### src/rtl/button_conditioner.sv
// Synchronizes and debounces the left/right/missile buttons in the pclk domain.
// The missile press also produces a one-cycle fire pulse, rate-limited by a frame-counted cooldown.
module button_conditioner #(
    parameter int DEB_CYCLES      = 650000,
    parameter int CNT_W           = 20,
    parameter int COOLDOWN_FRAMES = 8,
    parameter int CD_W            = 4
) (
    input  logic pclk,
    input  logic rst,
    input  logic left_in,
    input  logic right_in,
    input  logic missile_in,
    input  logic vsync_in,
    output logic left_out,
    output logic right_out,
    output logic missile_held,
    output logic missile_out
);

    typedef enum logic [1:0] {
        IDLE      = 2'd0,
        PRESS_CNT = 2'd1,
        HELD      = 2'd2,
        REL_CNT   = 2'd3
    } deb_state_e;

    localparam logic [CNT_W-1:0] CNT_LAST = CNT_W'(DEB_CYCLES - 1);
    localparam logic [CNT_W-1:0] CNT_ZERO = {CNT_W{1'b0}};
    localparam logic [CNT_W-1:0] CNT_ONE  = {{(CNT_W-1){1'b0}}, 1'b1};
    localparam logic [CD_W-1:0]  CD_LOAD  = CD_W'(COOLDOWN_FRAMES);
    localparam logic [CD_W-1:0]  CD_ZERO  = {CD_W{1'b0}};
    localparam logic [CD_W-1:0]  CD_ONE   = {{(CD_W-1){1'b0}}, 1'b1};

    // Button index 0 = left, 1 = right, 2 = missile.
    logic [2:0]       pin_s;
    logic [2:0]       sync1_q, sync1_d;
    logic [2:0]       sync2_q, sync2_d;
    logic [2:0]       level_q, level_d;
    logic [2:0]       enter_held_s;
    deb_state_e       state_q [3];
    deb_state_e       state_d [3];
    logic [CNT_W-1:0] cnt_q [3];
    logic [CNT_W-1:0] cnt_d [3];
    logic [CD_W-1:0]  cd_q, cd_d;
    logic             vsync_q, vsync_d;
    logic             missile_out_q, missile_out_d;
    logic             vsync_rise_s;
    logic             fire_s;

    assign pin_s = {missile_in, right_in, left_in};

    // Synchronizer chain and per-button debounce FSMs.
    always_comb begin
        sync1_d      = pin_s;
        sync2_d      = sync1_q;
        level_d      = level_q;
        enter_held_s = 3'b000;
        for (int b = 0; b < 3; b++) begin
            state_d[b] = state_q[b];
            cnt_d[b]   = cnt_q[b];
            case (state_q[b])
                IDLE: begin
                    level_d[b] = 1'b0;
                    if (sync2_q[b]) begin
                        state_d[b] = PRESS_CNT;
                        cnt_d[b]   = CNT_ZERO;
                    end else begin
                        state_d[b] = IDLE;
                    end
                end
                PRESS_CNT: begin
                    if (!sync2_q[b]) begin
                        state_d[b] = IDLE;
                        cnt_d[b]   = CNT_ZERO;
                    end else if (cnt_q[b] == CNT_LAST) begin
                        state_d[b]      = HELD;
                        cnt_d[b]        = CNT_ZERO;
                        level_d[b]      = 1'b1;
                        enter_held_s[b] = 1'b1;
                    end else begin
                        cnt_d[b] = cnt_q[b] + CNT_ONE;
                    end
                end
                HELD: begin
                    level_d[b] = 1'b1;
                    if (!sync2_q[b]) begin
                        state_d[b] = REL_CNT;
                        cnt_d[b]   = CNT_ZERO;
                    end else begin
                        state_d[b] = HELD;
                    end
                end
                REL_CNT: begin
                    if (sync2_q[b]) begin
                        state_d[b] = HELD;
                        cnt_d[b]   = CNT_ZERO;
                    end else if (cnt_q[b] == CNT_LAST) begin
                        state_d[b] = IDLE;
                        cnt_d[b]   = CNT_ZERO;
                        level_d[b] = 1'b0;
                    end else begin
                        cnt_d[b] = cnt_q[b] + CNT_ONE;
                    end
                end
                default: begin
                    state_d[b] = IDLE;
                    cnt_d[b]   = CNT_ZERO;
                    level_d[b] = 1'b0;
                end
            endcase
        end
    end

    // Fire decision uses the pre-decrement cooldown; a load beats a vsync decrement.
    always_comb begin
        vsync_d       = vsync_in;
        vsync_rise_s  = vsync_in & ~vsync_q;
        fire_s        = enter_held_s[2] & (cd_q == CD_ZERO);
        missile_out_d = fire_s;
        if (fire_s) begin
            cd_d = CD_LOAD;
        end else if (vsync_rise_s && (cd_q != CD_ZERO)) begin
            cd_d = cd_q - CD_ONE;
        end else begin
            cd_d = cd_q;
        end
    end

    // State registers with synchronous active-low reset.
    always_ff @(posedge pclk) begin
        if (!rst) begin
            sync1_q       <= 3'b000;
            sync2_q       <= 3'b000;
            level_q       <= 3'b000;
            cd_q          <= CD_ZERO;
            vsync_q       <= 1'b0;
            missile_out_q <= 1'b0;
            for (int b = 0; b < 3; b++) begin
                state_q[b] <= IDLE;
                cnt_q[b]   <= CNT_ZERO;
            end
        end else begin
            sync1_q       <= sync1_d;
            sync2_q       <= sync2_d;
            level_q       <= level_d;
            cd_q          <= cd_d;
            vsync_q       <= vsync_d;
            missile_out_q <= missile_out_d;
            for (int b = 0; b < 3; b++) begin
                state_q[b] <= state_d[b];
                cnt_q[b]   <= cnt_d[b];
            end
        end
    end

    assign left_out     = level_q[0];
    assign right_out    = level_q[1];
    assign missile_held = level_q[2];
    assign missile_out  = missile_out_q;

endmodule

### config.mk
export PLATFORM = sky130hd
export DESIGN_NAME = button_conditioner
export DESIGN_NICKNAME = d
export VERILOG_FILES = /design/src/rtl/button_conditioner.sv
export SDC_FILE = /design/constraint.sdc
export NUM_CORES = 1
export LEC_CHECK = 0
export ABC_AREA = 0
export BUFFER_PORTS_ARGS = -buffer_cell sky130_fd_sc_hd__buf_2
export CORE_AREA = 2 2 106 108
export CTS_BUF_LIST = sky130_fd_sc_hd__clkbuf_8
export CTS_CLUSTER_SIZE = 10
export DETAILED_ROUTE_END_ITERATION = 12
export DIE_AREA = 0 0 108 110
export MAX_ROUTING_LAYER = met4
export PLACE_DENSITY = 0.51
export SLEW_MARGIN = 20
export SYNTH_ARGS = -nofsm -noshare
export SYNTH_HDL_FRONTEND = slang
export SYNTH_SLANG_ARGS = --single-unit
export TNS_END_PERCENT = 10
### constraint.sdc
create_clock -name pclk -period 6.1 [get_ports pclk]
set_clock_uncertainty 0.2 [all_clocks]
set_input_delay 0.61 -clock pclk [delete_from_list [all_inputs] [get_ports pclk]]
set_output_delay 0.61 -clock pclk [all_outputs]
set_load 0.05 [all_outputs]
==> results of run 1 <==
[cells by family (layout without fill, tap and decap cells)]
| family | after synthesis | count (layout) | synth area share |
|---|---|---|---|
| compound gates | 103 | 103 | 0.1549 |
| xor+xnor | 28 | 28 | 0.05851 |
| fa+ha+maj | 17 | 17 | 0.05075 |
| buf+inv | 39 | 45 | 0.03612 |
| flops | 81 | 81 | 0.3869 |
| mux | 5 | 5 | 0.01224 |
| simple gates | 239 | 239 | 0.3006 |
[how the worst max path moves through the flow]
stage / startpoint / endpoint / cells past startpoint
global route: cnt_q[0][25]$_SDFFE_PN0P_ / cnt_q[0][33]$_SDFFE_PN0P_ / 5
detailed placement: cnt_q[0][25]$_SDFFE_PN0P_ / cnt_q[0][33]$_SDFFE_PN0P_ / 5
finish: cnt_q[0][25]$_SDFFE_PN0P_ / cnt_q[0][32]$_SDFFE_PN0P_ / 5
CTS: cnt_q[0][25]$_SDFFE_PN0P_ / cnt_q[0][32]$_SDFFE_PN0P_ / 5
floorplan: cnt_q[0][25]$_SDFFE_PN0P_ / cnt_q[0][26]$_SDFFE_PN0P_ / 6
global placement: cnt_q[0][25]$_SDFFE_PN0P_ / cnt_q[0][29]$_SDFFE_PN0P_ / 5
[Yosys cell counts (10+ instances only)]
library cell	n	area share
sky130_fd_sc_hd__nand3_1	33	0.039
sky130_fd_sc_hd__o21ai_0	14	0.017
sky130_fd_sc_hd__nor4_1	13	0.019
sky130_fd_sc_hd__ha_1	17	0.051
sky130_fd_sc_hd__nand4_1	16	0.024
sky130_fd_sc_hd__a31oi_1	14	0.021
sky130_fd_sc_hd__nor2_1	57	0.051
sky130_fd_sc_hd__dfxtp_1	81	0.39
sky130_fd_sc_hd__and2_1	10	0.015
sky130_fd_sc_hd__clkbuf_1	18	0.016
sky130_fd_sc_hd__nor3_1	14	0.017
sky130_fd_sc_hd__a211oi_1	11	0.020
sky130_fd_sc_hd__xor2_1	10	0.021
sky130_fd_sc_hd__nand2_1	43	0.039
sky130_fd_sc_hd__xnor2_1	18	0.038
sky130_fd_sc_hd__inv_1	17	0.015
sky130_fd_sc_hd__a21oi_1	38	0.045
[state kept, by name (all words and copies together) (netlist names), named ones only]
signal and flops:
cd_q 4, cnt_q 60, level_q 3, missile_out 1
state_q 3, sync1_q 3, sync2_q 3, vsync_q 1
[cell type report]
| class | count | area, sq um | area share |
|---|---|---|---|
| Multi-Input combinational cell | 392 | 2422 | 0.5366 |
| Inverter | 17 | 63.81 | 0.01414 |
| Sequential cell | 81 | 1622 | 0.3592 |
| Timing Repair Buffer | 13 | 75.07 | 0.01663 |
| Clock buffer | 10 | 137.6 | 0.03049 |
| Clock inverter | 5 | 18.77 | 0.004157 |
| Tap cell | 140 | 175.2 | 0.03880 |
[cell usage in the layout, fill, tap and decap left out, types with 5 or more instances in the layout]
master	instances
sky130_fd_sc_hd__or3_1	5
sky130_fd_sc_hd__nor3_1	14
sky130_fd_sc_hd__a31oi_1	14
sky130_fd_sc_hd__nand2_1	43
sky130_fd_sc_hd__and2_1	10
sky130_fd_sc_hd__nand4_1	16
sky130_fd_sc_hd__inv_1	22
sky130_fd_sc_hd__xor2_1	10
sky130_fd_sc_hd__xnor2_1	18
sky130_fd_sc_hd__or4_1	5
sky130_fd_sc_hd__clkbuf_8	10
sky130_fd_sc_hd__nand2b_1	7
sky130_fd_sc_hd__a211oi_1	11
sky130_fd_sc_hd__ha_1	17
sky130_fd_sc_hd__nand3_1	33
sky130_fd_sc_hd__buf_2	9
sky130_fd_sc_hd__o21ai_0	14
sky130_fd_sc_hd__nor2_1	57
sky130_fd_sc_hd__nor4_1	13
sky130_fd_sc_hd__and3_1	8
sky130_fd_sc_hd__dfxtp_1	81
sky130_fd_sc_hd__a21oi_1	37
[per-layer routing]
| metal | vias up | part of all wire |
|---|---|---|
| met1 | 1675 | 0.49 |
| li1 | 1849 | - |
| met5 | - | 0 |
| met4 | 0 | 0.021 |
| met3 | 13 | 0.023 |
| met2 | 38 | 0.47 |
[per-stage QoR]
step	cells	hold WS, ps	area (sq um)	setup slack (ps)
2_1_floorplan	512	211.9	4192	3809
3_3_place_gp	643	224.2	4354	3004
4_1_cts	658	229.8	4514	2889
6_report	658	238.8	4514	2860
5_1_grt	658	245.8	4514	2614
3_5_place_dp	643	224.3	4358	2884
[report_power, final]
part           internal [mW]  switching [mW]
logic                 0.0377          0.0563
registers              0.542          0.0108
clock network          0.150           0.185
total                  0.729           0.252
[critical path, cell delays in order, from the launching register on]
cell	delay (ps)
sky130_fd_sc_hd__dfxtp_1	360
sky130_fd_sc_hd__or4b_2	680
sky130_fd_sc_hd__nor4_1	460
sky130_fd_sc_hd__a21oi_1	380
sky130_fd_sc_hd__o21ai_1	890
sky130_fd_sc_hd__nor2_1	120
==> results.md, run 1 <==
Floorplan:
- The region available for standard cell placement spans 10700 sq um.
- The width of the chip is 108 um.
- The die footprint is 11880 sq um.
- The effective utilization at floorplan is 0.3918.
- The initialized floorplan defines 38 standard-cell rows.
- The number of placed I/O pins is 10.
- The die extent in y is 110 um.

Logic synthesis:
- The number of standard cells after synthesis is 512.
- After synthesis, the mean cell area works out to 8.187 sq um.
- The number of warnings reported in the yosys synthesis log is 0.
- The net count after synthesis is 535.
- The proportion of register bits with asynchronous set or reset after synthesis is 0.
- The total standard cell area after synthesis is 4192 sq um.
- The synthesized flop and latch total is 81.
- The share of the Yosys chip area taken by registers is 0.3869.
- Counting distinct cell types in the post-synthesis netlist gives 57.
- The most used flip-flop cell after synthesis is sky130_fd_sc_hd__dfxtp_1.
- Counting flops with a built-in enable in the synthesized netlist gives 0.

Pwr:
- Dividing total power by cell area gives a power density of 217.4 nW/um^2.
- The power after layout is 981.5 uW.
- The highest ir drop seen on vdd is 0.0001272 V.
- Summed over all cells, the static leakage comes to 1.488 nW.

Finish:
- The layout cell share with drive strength beyond 1 is 0.06564.
- Relative to the synthesized area, the layout overhead comes to 7.702%.
- In the final design database the tool counted 537 nets.
- The filler cells instantiated in the layout total 1111.
- The antenna cell count is 0.
- The utilization after layout is 0.4220.

Setup path:
- Data on the critical path arrives at its endpoint at 3250 ps.
- Of all nets on the critical path, the largest fanout is 14.
- The capturing element type of the critical path is a register.
- At the worst endpoint, the required time is 6110 ps.
- The worst setup path is of the register to register kind.
- The worst setup path is launched from a register.
- Measured in cells, the most critical reg-to-reg path has a length of 5.
- The endpoint of the worst register-to-register path is cnt_q[0][32]$_SDFFE_PN0P_.
- The slack of the worst reg-to-reg path is 2860 ps.
- The reg-to-reg startpoint is cnt_q[0][25]$_SDFFE_PN0P_.

Global routing:
- The fraction of met2 tracks used by global routing is 0.2718.
- The combined global-route utilization of all metal layers is 0.1694.
- The number of antenna violations at the first check in global routing was 0.
- The met1 track demand over resource is 0.2078.
- met2 is the most crowded layer.
- The wire length of the first global-routing pass is 15450 um.
- After global routing the overflow that remains totals 0.
- Entering global routing, the biggest net connects 26 pins.
- In the global route stage, met3 resource usage came out at 0.02939.
- The via count of the first global-routing pass is 3345.

Routing:
- In the final routed layout, each cell accounts on average for 13.28 um.
- The number of remaining DRC errors is 0.
- The via count is 3575.
- The first routing iteration left 115 violations.
- Using the TritonRoute via totals, the vias-per-cell ratio works out to 5.433.
- The count of nets left with antenna violations once routing finished came out at 0.
- The first detailed-routing pass ran for 4 iterations.
- The routed wire length is 8738 um.

Clock network:
- CTS saw 81 sinks.
- The root buffer cell chosen for the clock tree is sky130_fd_sc_hd__clkbuf_8.
- The post-CTS clock slew at the launch and capture registers of the worst setup and hold paths is 80 ps.
- The number of clock buffers inserted by TritonCTS is 9.
- TritonCTS built the clock tree.
- The maximum root-to-sink buffer count is 2.
- The clock network latency to the later pin of the worst-skew pair is 360 ps.
- The count of cells resized by post-cts repair is 0.
- After clock tree synthesis, the flow added hold-fix buffers numbering 0.
- The maximum level of the CTS H-tree is 3.
- The number of setup buffers added after CTS is 0.

Run:
- Max-cap violations in this run came to 0.

Placed design:
- After legalization and detailed placement, the total HPWL measured 6125 um.
- The count of input and output buffers is 9.
- The weighted congestion reported at the end of routability-driven placement is 0.7486.

Status:
- The run finished with clean final reports.

Timing:
- The part of the cycle the worst path needs is 0.5311.
- Setup repair after global routing left no endpoint under its margin.
- For the finished layout, the period the worst path requires is 3240 ps.
- The final-report max-slew violation count was 0.
- Summed over all failing endpoints, the final setup total negative slack is 0 ps.
- The maximum frequency from static timing analysis is 0.3087 GHz.
- The final hold violation count is 0.
- Setup violations remaining at the end of the flow were counted as 0.
- In this run the tightest slew margin relative to its limit is 0.3154.
- For the pin with the worst max-slew slack, the measured transition is 1020 ps.

Hold path:
- In this run the worst hold path is classified as register to register.
- The path with the worst hold slack has its endpoint at sync2_q[2]$_SDFF_PN0_.
- Along the worst hold path, the cell count comes to 1.
- The launch instance of the worst min-delay path is sync1_q[2]$_SDFF_PN0_.
Note: power is estimated with default switching activity, not from simulation.
==> inputs of run 2 (changes only) <==
--- a/config.mk
+++ b/config.mk
@@ -5,15 +5,15 @@
 export SDC_FILE = /design/constraint.sdc
 export NUM_CORES = 1
 export LEC_CHECK = 0
-export ABC_AREA = 0
+export ABC_AREA = 1
 export BUFFER_PORTS_ARGS = -buffer_cell sky130_fd_sc_hd__buf_2
-export CORE_AREA = 2 2 106 108
+export CORE_AREA = 2 2 112 114
 export CTS_BUF_LIST = sky130_fd_sc_hd__clkbuf_8
 export CTS_CLUSTER_SIZE = 10
 export DETAILED_ROUTE_END_ITERATION = 12
-export DIE_AREA = 0 0 108 110
+export DIE_AREA = 0 0 114 116
 export MAX_ROUTING_LAYER = met4
-export PLACE_DENSITY = 0.51
+export PLACE_DENSITY = 0.52
 export SLEW_MARGIN = 20
 export SYNTH_ARGS = -nofsm -noshare
 export SYNTH_HDL_FRONTEND = slang
==> constraint.sdc (replaced) <==
create_clock -name pclk -period 3.1 [get_ports pclk]
set_clock_uncertainty 0.2 [all_clocks]
set_input_delay 0.31 -clock pclk [delete_from_list [all_inputs] [get_ports pclk]]
set_output_delay 0.31 -clock pclk [all_outputs]
set_load 0.05 [all_outputs]
==> run 2 against run 1 <==
Compared with the run above: sequential power increased by 95%; critical path depth grew 6; total power increased by 120%; hold slack worse by 26 ps; synthesized cell count up 43%; maximum frequency up 32%; sequential cell count is the same; register-to-register slack worse by 2200 ps; routed wire length rose by 19%; critical path type unchanged; largest cell class unchanged.
==> results.md, run 2 <==
Finish:
- The number of non-filler instances in the completed layout is 896 (was 658).
- The post-layout net count is 767 (was 537).
- The antenna cell count is 0 (unchanged).
- The area added between synthesis and finish was 8.923% (was 7.702%).
- The final design area excluding fillers is 5162 sq um (was 4514 sq um).
- The commonest non-fill, non-tap cell in the layout is sky130_fd_sc_hd__nand2_1 (was sky130_fd_sc_hd__dfxtp_1).
- The flip-flop count of the largest register, all copies and words added is 60 (unchanged).
- The multi-input gate area in the final layout was 2660 sq um (was 2422 sq um).
- The utilization after layout is 0.4334 (was 0.4220).
- Top Registers: cnt_q: 60 flops, cd_q: 4 flops (unchanged).
- The register with the most flip-flops is cnt_q (unchanged).
- The register cell area after layout is 1622 sq um (unchanged).
- The number of filler instances in the final layout is 1283 (was 1111).
- The layout cell share with drive strength beyond 1 is 0.08144 (was 0.06564).
- Commonest cells after routing, fill and taps aside: sky130_fd_sc_hd__nand2_1 (171), sky130_fd_sc_hd__nor2_1 (121), sky130_fd_sc_hd__inv_1 (94) (was sky130_fd_sc_hd__dfxtp_1 (81), sky130_fd_sc_hd__nor2_1 (57), sky130_fd_sc_hd__nand2_1 (43)).

Logic synthesis:
- The number of distinct library cells after synthesis came to 38 (was 57).
- The number of standard cells after synthesis is 731 (was 512).
- Synth top cells by count: sky130_fd_sc_hd__nand2_1 (171), sky130_fd_sc_hd__nor2_1 (121), sky130_fd_sc_hd__inv_1 (94) (was sky130_fd_sc_hd__dfxtp_1 (81), sky130_fd_sc_hd__nor2_1 (57), sky130_fd_sc_hd__nand2_1 (43)).
- The cell type with the largest total area after synthesis is sky130_fd_sc_hd__dfxtp_1 (unchanged).
- The most repeated cell in the gate-level netlist after synthesis is sky130_fd_sc_hd__nand2_1 (was sky130_fd_sc_hd__dfxtp_1).
- The number of enable-type register cells in the synthesized netlist is 0 (unchanged).
- The net count after synthesis is 754 (was 535).
- The sequential fraction of the synthesis area is 0.3421 (was 0.3869).
- The synthesized area per cell is 6.484 sq um (was 8.187 sq um).
- Top post-synthesis cells by area: sky130_fd_sc_hd__dfxtp_1 (34%), sky130_fd_sc_hd__nand2_1 (14%), sky130_fd_sc_hd__nor2_1 (9.6%), sky130_fd_sc_hd__inv_1 (7.4%), sky130_fd_sc_hd__nand3_1 (6.7%) (was sky130_fd_sc_hd__dfxtp_1 (39%), sky130_fd_sc_hd__nor2_1 (5.1%), sky130_fd_sc_hd__ha_1 (5.1%), sky130_fd_sc_hd__a21oi_1 (4.5%), sky130_fd_sc_hd__nand3_1 (3.9%)).
- The prevailing post-synth register cell is sky130_fd_sc_hd__dfxtp_1 (unchanged).
- The total standard cell area after synthesis came to 4740 sq um (was 4192 sq um).
- The synthesized flop and latch total is 81 (unchanged).
- The number of warnings reported in the yosys synthesis log is 0 (unchanged).
- The share of the synthesized area in the top cell type was 0.3421 (was 0.3869).
- The proportion of register bits with asynchronous set or reset after synthesis is 0 (unchanged).

Clock network:
- The number of clock buffers inserted by TritonCTS is 9 (unchanged).
- The CTS tree was done (unchanged).
- The master cell of the clock root buffer is sky130_fd_sc_hd__clkbuf_8 (unchanged).
- The maximum level of the CTS H-tree is 3 (unchanged).
- The count of cells resized by post-cts repair is 0 (unchanged).
- The maximum root-to-sink buffer count is 2 (unchanged).
- The clock network latency to the later pin of the worst-skew pair is 360 ps (about the same).
- The number of setup buffers added after CTS is 0 (unchanged).
- The count of hold buffers inserted by post-cts repair came to 4 (was 0).
- The post-CTS clock slew at the launch and capture registers of the worst setup and hold paths came to 90 ps (was 80 ps).
- The number of sinks on the clock net was 81 (unchanged).

Timing:
- The final-layout worst hold slack is 212.5 ps (was 238.8 ps).
- The setup violation total in the final timing report is 0 (unchanged).
- The maximum frequency from static timing analysis is 0.4062 GHz (was 0.3087 GHz).
- The transition time of the tightest slew-check pin is 554.4 ps (was 1020 ps).
- The minimum clock period is 2462 ps (was 3240 ps).
- The final setup slack of the worst path is 637.9 ps (was 2860 ps).
- The accumulated negative setup slack came to 0 ps (unchanged).
- The part of the cycle the worst path needs is 0.7942 (was 0.5311).
- The relative slew slack is 0.6304 (was 0.3154).
- The final-report max-slew violation count is 0 (unchanged).
- RSZ-0062 raised after global routing: no (unchanged).
- The final hold violation count was 0 (unchanged).

Global routing:
- The fraction of met2 tracks used by global routing is 0.2651 (was 0.2718).
- The via count of the first global-routing pass came to 3952 (was 3345).
- The met1 track demand over resource was 0.2290 (was 0.2078).
- The maximum number of pins on one net before global-route repair is 26 (unchanged).
- The peak-usage layer in the global routing report is met2 (unchanged).
- The combined global-route utilization of all metal layers is 0.1720 (was 0.1694).
- The number of antenna violations at the first check in global routing is 0 (unchanged).
- The met3 track utilization from global routing is 0.02563 (was 0.02939).
- The leftover overflow at the end of global routing was 0 (unchanged).
- The wire length of the first global-routing pass is 17930 um (was 15450 um).

Routing:
- The remaining antenna violation count is 0 (unchanged).
- The first-pass detailed-route iteration total is 5 (was 4).
- The routed wire length is 10390 um (was 8738 um).
- The per-cell routed wire length is 11.60 um (was 13.28 um).
- The average via count per standard cell came to 4.867 (was 5.433).
- The violation count after the first detailed-routing iteration was 264 (was 115).
- The via count is 4361 (was 3575).
- The number of remaining DRC errors came to 0 (unchanged).

Placed design:
- The weighted congestion reported at the end of routability-driven placement is 0.8735 (was 0.7486).
- The total half-perimeter wirelength after legalization and detailed placement is 7767 um (was 6125 um).
- The count of input and output buffers was 9 (unchanged).
- The number of cells after detailed placement was 876 (was 643).
- The cell area after placement was 4906 sq um (was 4358 sq um).
- The post-place setup slack is 658.1 ps (was 2884 ps).

Floorplan:
- The die extent in y was 116 um (was 110 um).
- The area of the placeable core came to 11910 sq um (was 10700 sq um).
- The number of placed I/O pins was 10 (unchanged).
- The die footprint is 13220 sq um (was 11880 sq um).
- The effective utilization at floorplan is 0.3979 (was 0.3918).
- The number of rows created at floorplan is 40 (was 38).
- The width of the chip is 114 um (was 108 um).

Pwr:
- The cell area power density is 415.9 nW/um^2 (was 217.4 nW/um^2).
- The highest ir drop seen on vdd was 0.0002353 V (was 0.0001272 V).
- The leakage power is 2.032 nW (was 1.488 nW).
- The power after layout came to 2.147 mW (was 981.5 uW).

Setup path:
- The dominant cell type by count on the critical path is sky130_fd_sc_hd__inv_1.
- The slowest stage cell on the critical path is sky130_fd_sc_hd__dfxtp_1 (was sky130_fd_sc_hd__o21ai_1).
- The delay of the slowest cell on the worst path is 430 ps (was 890 ps).
- Worst-path cell chain: inv_1 -> ha_1 -> inv_1 -> nand3_1 -> o21ai_2 -> inv_1 -> nand2_1 -> nand2_2 -> inv_1 -> nand2_1 -> nor2_1 (was or4b_2 -> nor4_1 -> a21oi_1 -> o21ai_1 -> nor2_1).
- The worst endpoint data arrival time is 2570 ps (was 3250 ps).
- The required time of the worst setup path is 3200 ps (was 6110 ps).
- The capturing element type of the critical path is a register (unchanged).
- The category of the worst setup path launch point is a register (unchanged).
- The kind of cell with the highest combined delay on the critical path is buffers and inverters (was compound AO/OA/AOI/OAI gates).
- The highest fanout seen on the critical path was 16 (was 14).
- The critical setup path kind is register to register (unchanged).
- The buffer and inverter count on the worst path is 4 (was 0).

Run:
- The max capacitance violation total is 0 (unchanged).

Hold path:
- The path type of the worst min-delay path is register to register (unchanged).

Status:
- Result of the run: finished clean (unchanged).
-- run 2: cell type report --
class | count | area share
Timing Repair Buffer | 15 | 0.01939
Sequential cell | 81 | 0.3141
Clock inverter | 7 | 0.01794
Tap cell | 147 | 0.03563
Multi-Input combinational cell | 536 | 0.5153
Clock buffer | 9 | 0.02399
Inverter | 101 | 0.07368
-- run 2: worst min-delay path, delay by kind of cell, from the launching register on --
kind / cells / cell delay (ps)
flip-flops: 1 / 310
AND/OR/NAND/NOR: 1 / 40
buffers and inverters: 1 / 40
-- run 2: final timing paths --
kind / from / endpoint / slack (ps) / cells after the start
setup / recovery: state_q[0][2]$_SDFFE_PN0P_ / cnt_q[0][39]$_SDFFE_PN0P_ / 640 / 11
hold / removal: sync1_q[1]$_SDFF_PN0_ / sync2_q[1]$_SDFF_PN0_ / 210 / 2
hold reg to reg: sync1_q[1]$_SDFF_PN0_ / sync2_q[1]$_SDFF_PN0_ / 210 / 2
setup reg to reg: state_q[0][2]$_SDFFE_PN0P_ / cnt_q[0][39]$_SDFFE_PN0P_ / 640 / 11
-- run 2: kinds of logic after synthesis --
family,count (synthesis),synth area share
simple gates,423,0.3912
buf+inv,114,0.09662
flops,81,0.3421
compound gates,75,0.08633
xor+xnor,21,0.03881
fa+ha+maj,17,0.04488
-- run 2: report_power, final --
group | internal, mW | switching [mW] | total (mW)
combinational | 0.0629 | 0.141 | 0.204
clock | 0.454 | 0.408 | 0.861
sequential | 1.06 | 0.0174 | 1.08
total | 1.58 | 0.567 | 2.15
-- run 2: per-layer routing --
metal | wire length (um) | vias to the layer above | share of wire
met5 | 0 | - | 0
li1 | - | 2357 | -
met4 | 139 | 0 | 0.013
met1 | 5384 | 1930 | 0.52
met3 | 317 | 11 | 0.031
met2 | 4551 | 63 | 0.44
==> inputs of run 3 (changes only) <==
--- a/config.mk
+++ b/config.mk
@@ -5,15 +5,15 @@
 export SDC_FILE = /design/constraint.sdc
 export NUM_CORES = 1
 export LEC_CHECK = 0
-export ABC_AREA = 1
+export ABC_AREA = 0
 export BUFFER_PORTS_ARGS = -buffer_cell sky130_fd_sc_hd__buf_2
-export CORE_AREA = 2 2 112 114
+export CORE_AREA = 2 2 106 108
 export CTS_BUF_LIST = sky130_fd_sc_hd__clkbuf_8
 export CTS_CLUSTER_SIZE = 10
 export DETAILED_ROUTE_END_ITERATION = 12
-export DIE_AREA = 0 0 114 116
+export DIE_AREA = 0 0 108 110
 export MAX_ROUTING_LAYER = met4
-export PLACE_DENSITY = 0.52
+export PLACE_DENSITY = 0.51
 export SLEW_MARGIN = 20
 export SYNTH_ARGS = -nofsm -noshare
 export SYNTH_HDL_FRONTEND = slang
==> constraint.sdc (replaced) <==
create_clock -name pclk -period 2.54 [get_ports pclk]
set_clock_uncertainty 0.2 [all_clocks]
set_input_delay 0.254 -clock pclk [delete_from_list [all_inputs] [get_ports pclk]]
set_output_delay 0.254 -clock pclk [all_outputs]
set_load 0.05 [all_outputs]
==> run 3 against run 2 <==
Compared with the run above: final cell count down 24%; sequential power up 23%; sequential cell count unchanged.
==> results.md, run 3 (synthesized netlist as in run 1, its figures left out) <==
Placed design:
- The cell area after placement is 4489 sq um (was 4906 sq um).
- The total half-perimeter wirelength after legalization and detailed placement came to 6440 um (was 7767 um).
- The count of input and output buffers is 9 (unchanged).
- The weighted congestion reported at the end of routability-driven placement was 0.7986 (was 0.8735).

Global routing:
- The leftover overflow at the end of global routing was 0 (unchanged).
- The maximum number of pins on one net before global-route repair is 33 (was 26).
- The via count of the first global-routing pass was 3472 (was 3952).
- The combined global-route utilization of all metal layers is 0.1721 (was 0.1720).
- The wire length of the first global-routing pass is 15940 um (was 17930 um).
- The number of antenna violations at the first check in global routing is 0 (unchanged).

Floorplan:
- The die extent in y is 110 um (was 116 um).
- The width of the chip is 108 um (was 114 um).
- The area of the placeable core is 10700 sq um (was 11910 sq um).
- The effective utilization at floorplan is 0.3918 (was 0.3979).
- The number of placed I/O pins is 10 (unchanged).
- The die footprint is 11880 sq um (was 13220 sq um).
- The number of rows created at floorplan is 38 (was 40).

Routing:
- The via count was 3643 (was 4361).
- The violation count after the first detailed-routing iteration is 118 (was 264).
- The average via count per standard cell is 5.357 (was 4.867).
- The per-cell routed wire length is 13.35 um (was 11.60 um).
- The routed wire length is 9077 um (was 10390 um).
- The number of remaining DRC errors came to 0 (unchanged).
- The first-pass detailed-route iteration total was 4 (was 5).
- The remaining antenna violation count is 0 (unchanged).

Clock network:
- The number of sinks on the clock net was 81 (unchanged).
- The post-CTS clock slew at the launch and capture registers of the worst setup and hold paths was 80 ps (was 90 ps).
- The master cell of the clock root buffer was sky130_fd_sc_hd__clkbuf_8 (unchanged).
- The maximum root-to-sink buffer count is 2 (unchanged).
- The CTS tree was done (unchanged).
- The number of clock buffers inserted by TritonCTS is 9 (unchanged).
- The clock network latency to the later pin of the worst-skew pair is 360 ps (about the same).
- The maximum level of the CTS H-tree came to 3 (unchanged).

Finish:
- The utilization after layout is 0.4413 (was 0.4334).
- The register with the most flip-flops is cnt_q (unchanged).
- The layout cell share with drive strength beyond 1 is 0.1056 (was 0.08144).
- Commonest cells after routing, fill and taps aside: sky130_fd_sc_hd__dfxtp_1 (81), sky130_fd_sc_hd__nor2_1 (57), sky130_fd_sc_hd__nand2_1 (43) (was sky130_fd_sc_hd__nand2_1 (171), sky130_fd_sc_hd__nor2_1 (121), sky130_fd_sc_hd__inv_1 (94)).
- The final design area excluding fillers came to 4721 sq um (was 5162 sq um).
- The area added between synthesis and finish is 12.63% (was 8.923%).
- Top Registers: cnt_q: 60 flops, cd_q: 4 flops (unchanged).
- The number of filler instances in the final layout is 1108 (was 1283).
- The commonest non-fill, non-tap cell in the layout is sky130_fd_sc_hd__dfxtp_1 (was sky130_fd_sc_hd__nand2_1).
- The register cell area after layout was 1622 sq um (unchanged).
- The post-layout net count is 559 (was 767).
- The antenna cell count came to 0 (unchanged).
- The flip-flop count of the largest register, all copies and words added is 60 (unchanged).
- The multi-input gate area in the final layout was 2429 sq um (was 2660 sq um).

Run:
- The max capacitance violation total is 0 (unchanged).

Timing:
- The maximum frequency from static timing analysis is 0.4108 GHz (was 0.4062 GHz).
- The minimum clock period is 2434 ps (was 2462 ps).
- The final hold violation count came to 0 (unchanged).
- RSZ-0062 raised after global routing: yes (was no).
- The part of the cycle the worst path needs came to 0.9584 (was 0.7942).
- The setup violation total in the final timing report is 0 (unchanged).
- The transition time of the tightest slew-check pin is 671.7 ps (was 554.4 ps).
- The final-report max-slew violation count is 0 (unchanged).
- The final-layout worst hold slack is 152.3 ps (was 212.5 ps).
- The relative slew slack is 0.5522 (was 0.6304).

Setup path:
- The delay of the slowest cell on the worst path is 560 ps (was 430 ps).
- The highest fanout seen on the critical path came to 5 (was 16).
- The required time of the worst setup path is 2590 ps (was 3200 ps).
- The capturing element type of the critical path is a register (unchanged).
- The slack of the worst reg-to-reg path is 110 ps (was 640 ps).
- Worst-path cell chain: or4b_4 -> nor4_4 -> nand2_2 -> a221o_1 -> a2111oi_1 (was inv_1 -> ha_1 -> inv_1 -> nand3_1 -> o21ai_2 -> inv_1 -> nand2_1 -> nand2_2 -> inv_1 -> nand2_1 -> nor2_1).
- The worst endpoint data arrival time is 2490 ps (was 2570 ps).
- The critical setup path kind is register to register (unchanged).
- The kind of cell with the highest combined delay on the critical path is simple AND/OR/NAND/NOR gates (was buffers and inverters).
- The slowest stage cell on the critical path is sky130_fd_sc_hd__or4b_4 (was sky130_fd_sc_hd__dfxtp_1).
- The category of the worst setup path launch point is a register (unchanged).
- The buffer and inverter count on the worst path is 0 (was 4).

Pwr:
- The highest ir drop seen on vdd came to 0.0003389 V (was 0.0002353 V).
- The leakage power was 1.595 nW (was 2.032 nW).
- The cell area power density was 518.7 nW/um^2 (was 415.9 nW/um^2).
- The power after layout came to 2.449 mW (was 2.147 mW).

Status:
- Result of the run: finished clean (unchanged).

Hold path:
- The path type of the worst min-delay path is input pin to register (was register to register).
==> run 3: changes by cell type in the layout (fill, tap and decap cells not counted), sizes merged, moves of 10 or more <==
| cell | change |
|---|---|
| inv | -83 |
| buf | +20 |
| and2 | +10 |
| nand2 | -135 |
| nor2 | -70 |
| nor4 | +14 |
| xnor2 | +15 |
| a211oi | +11 |
| a31oi | +12 |
| nand3 | -34 |
| nor3 | -11 |
==> run 3: layout make-up <==
type / instances / share of cell area
Multi-Input combinational cell: 392 / 0.5144
Sequential cell: 81 / 0.3435
Timing Repair Buffer: 35 / 0.05301
Tap cell: 140 / 0.03711
Clock buffer: 12 / 0.03499
Inverter: 17 / 0.01352
Clock inverter: 3 / 0.003446
==> run 3: power breakdown <==
part	switching (mW)	internal, mW	total [mW]
clock	0.458	0.425	0.883
sequential	0.0260	1.30	1.33
combinational	0.138	0.102	0.239
==> run 3: timing repair <==
| item | CTS | global route |
|---|---|---|
| resized for setup | 0 | 2 |
| buffers inserted | 0 | 0 |
| endpoints found under the setup margin | 0 | 17 |
| endpoints found under the hold margin | 4 | 0 |
| hold buffers | 4 | 0 |
==> run 3: stage by stage <==
| step | worst slack [ps] | TNS [ps] | instances |
|---|---|---|---|
| after floorplan | 248.6 | 0 | 512 |
| after global placement | 158.4 | 0 | 661 |
| after detailed placement | 96.28 | 0 | 661 |
| after CTS | 82.83 | 0 | 680 |
| after global routing | -61.36 | -61.36 | 680 |
| final | 105.5 | 0 | 680 |
==> run 3: worst paths after layout <==
kind	end	start	cells after the start
worst max-delay path	level_q[0]$_SDFFE_PN0P_	cnt_q[0][7]$_SDFFE_PN0P_	5
worst max register to register	level_q[0]$_SDFFE_PN0P_	cnt_q[0][7]$_SDFFE_PN0P_	5
worst min-delay path	level_q[2]$_SDFFE_PN0P_	rst	3
worst min register to register	sync2_q[2]$_SDFF_PN0_	sync1_q[2]$_SDFF_PN0_	1
==> run 3: tightest hold or removal path, cell delays in order <==
cell	delay (ps)
sky130_fd_sc_hd__buf_2	110
sky130_fd_sc_hd__buf_4	190
sky130_fd_sc_hd__o311a_1	120
==> run 3: routing by layer <==
metal  GRT usage  part of all wire
met1      0.2116              0.49
met2      0.2781              0.46
met3     0.02704             0.020
met4     0.08242             0.024
met5           -                 0
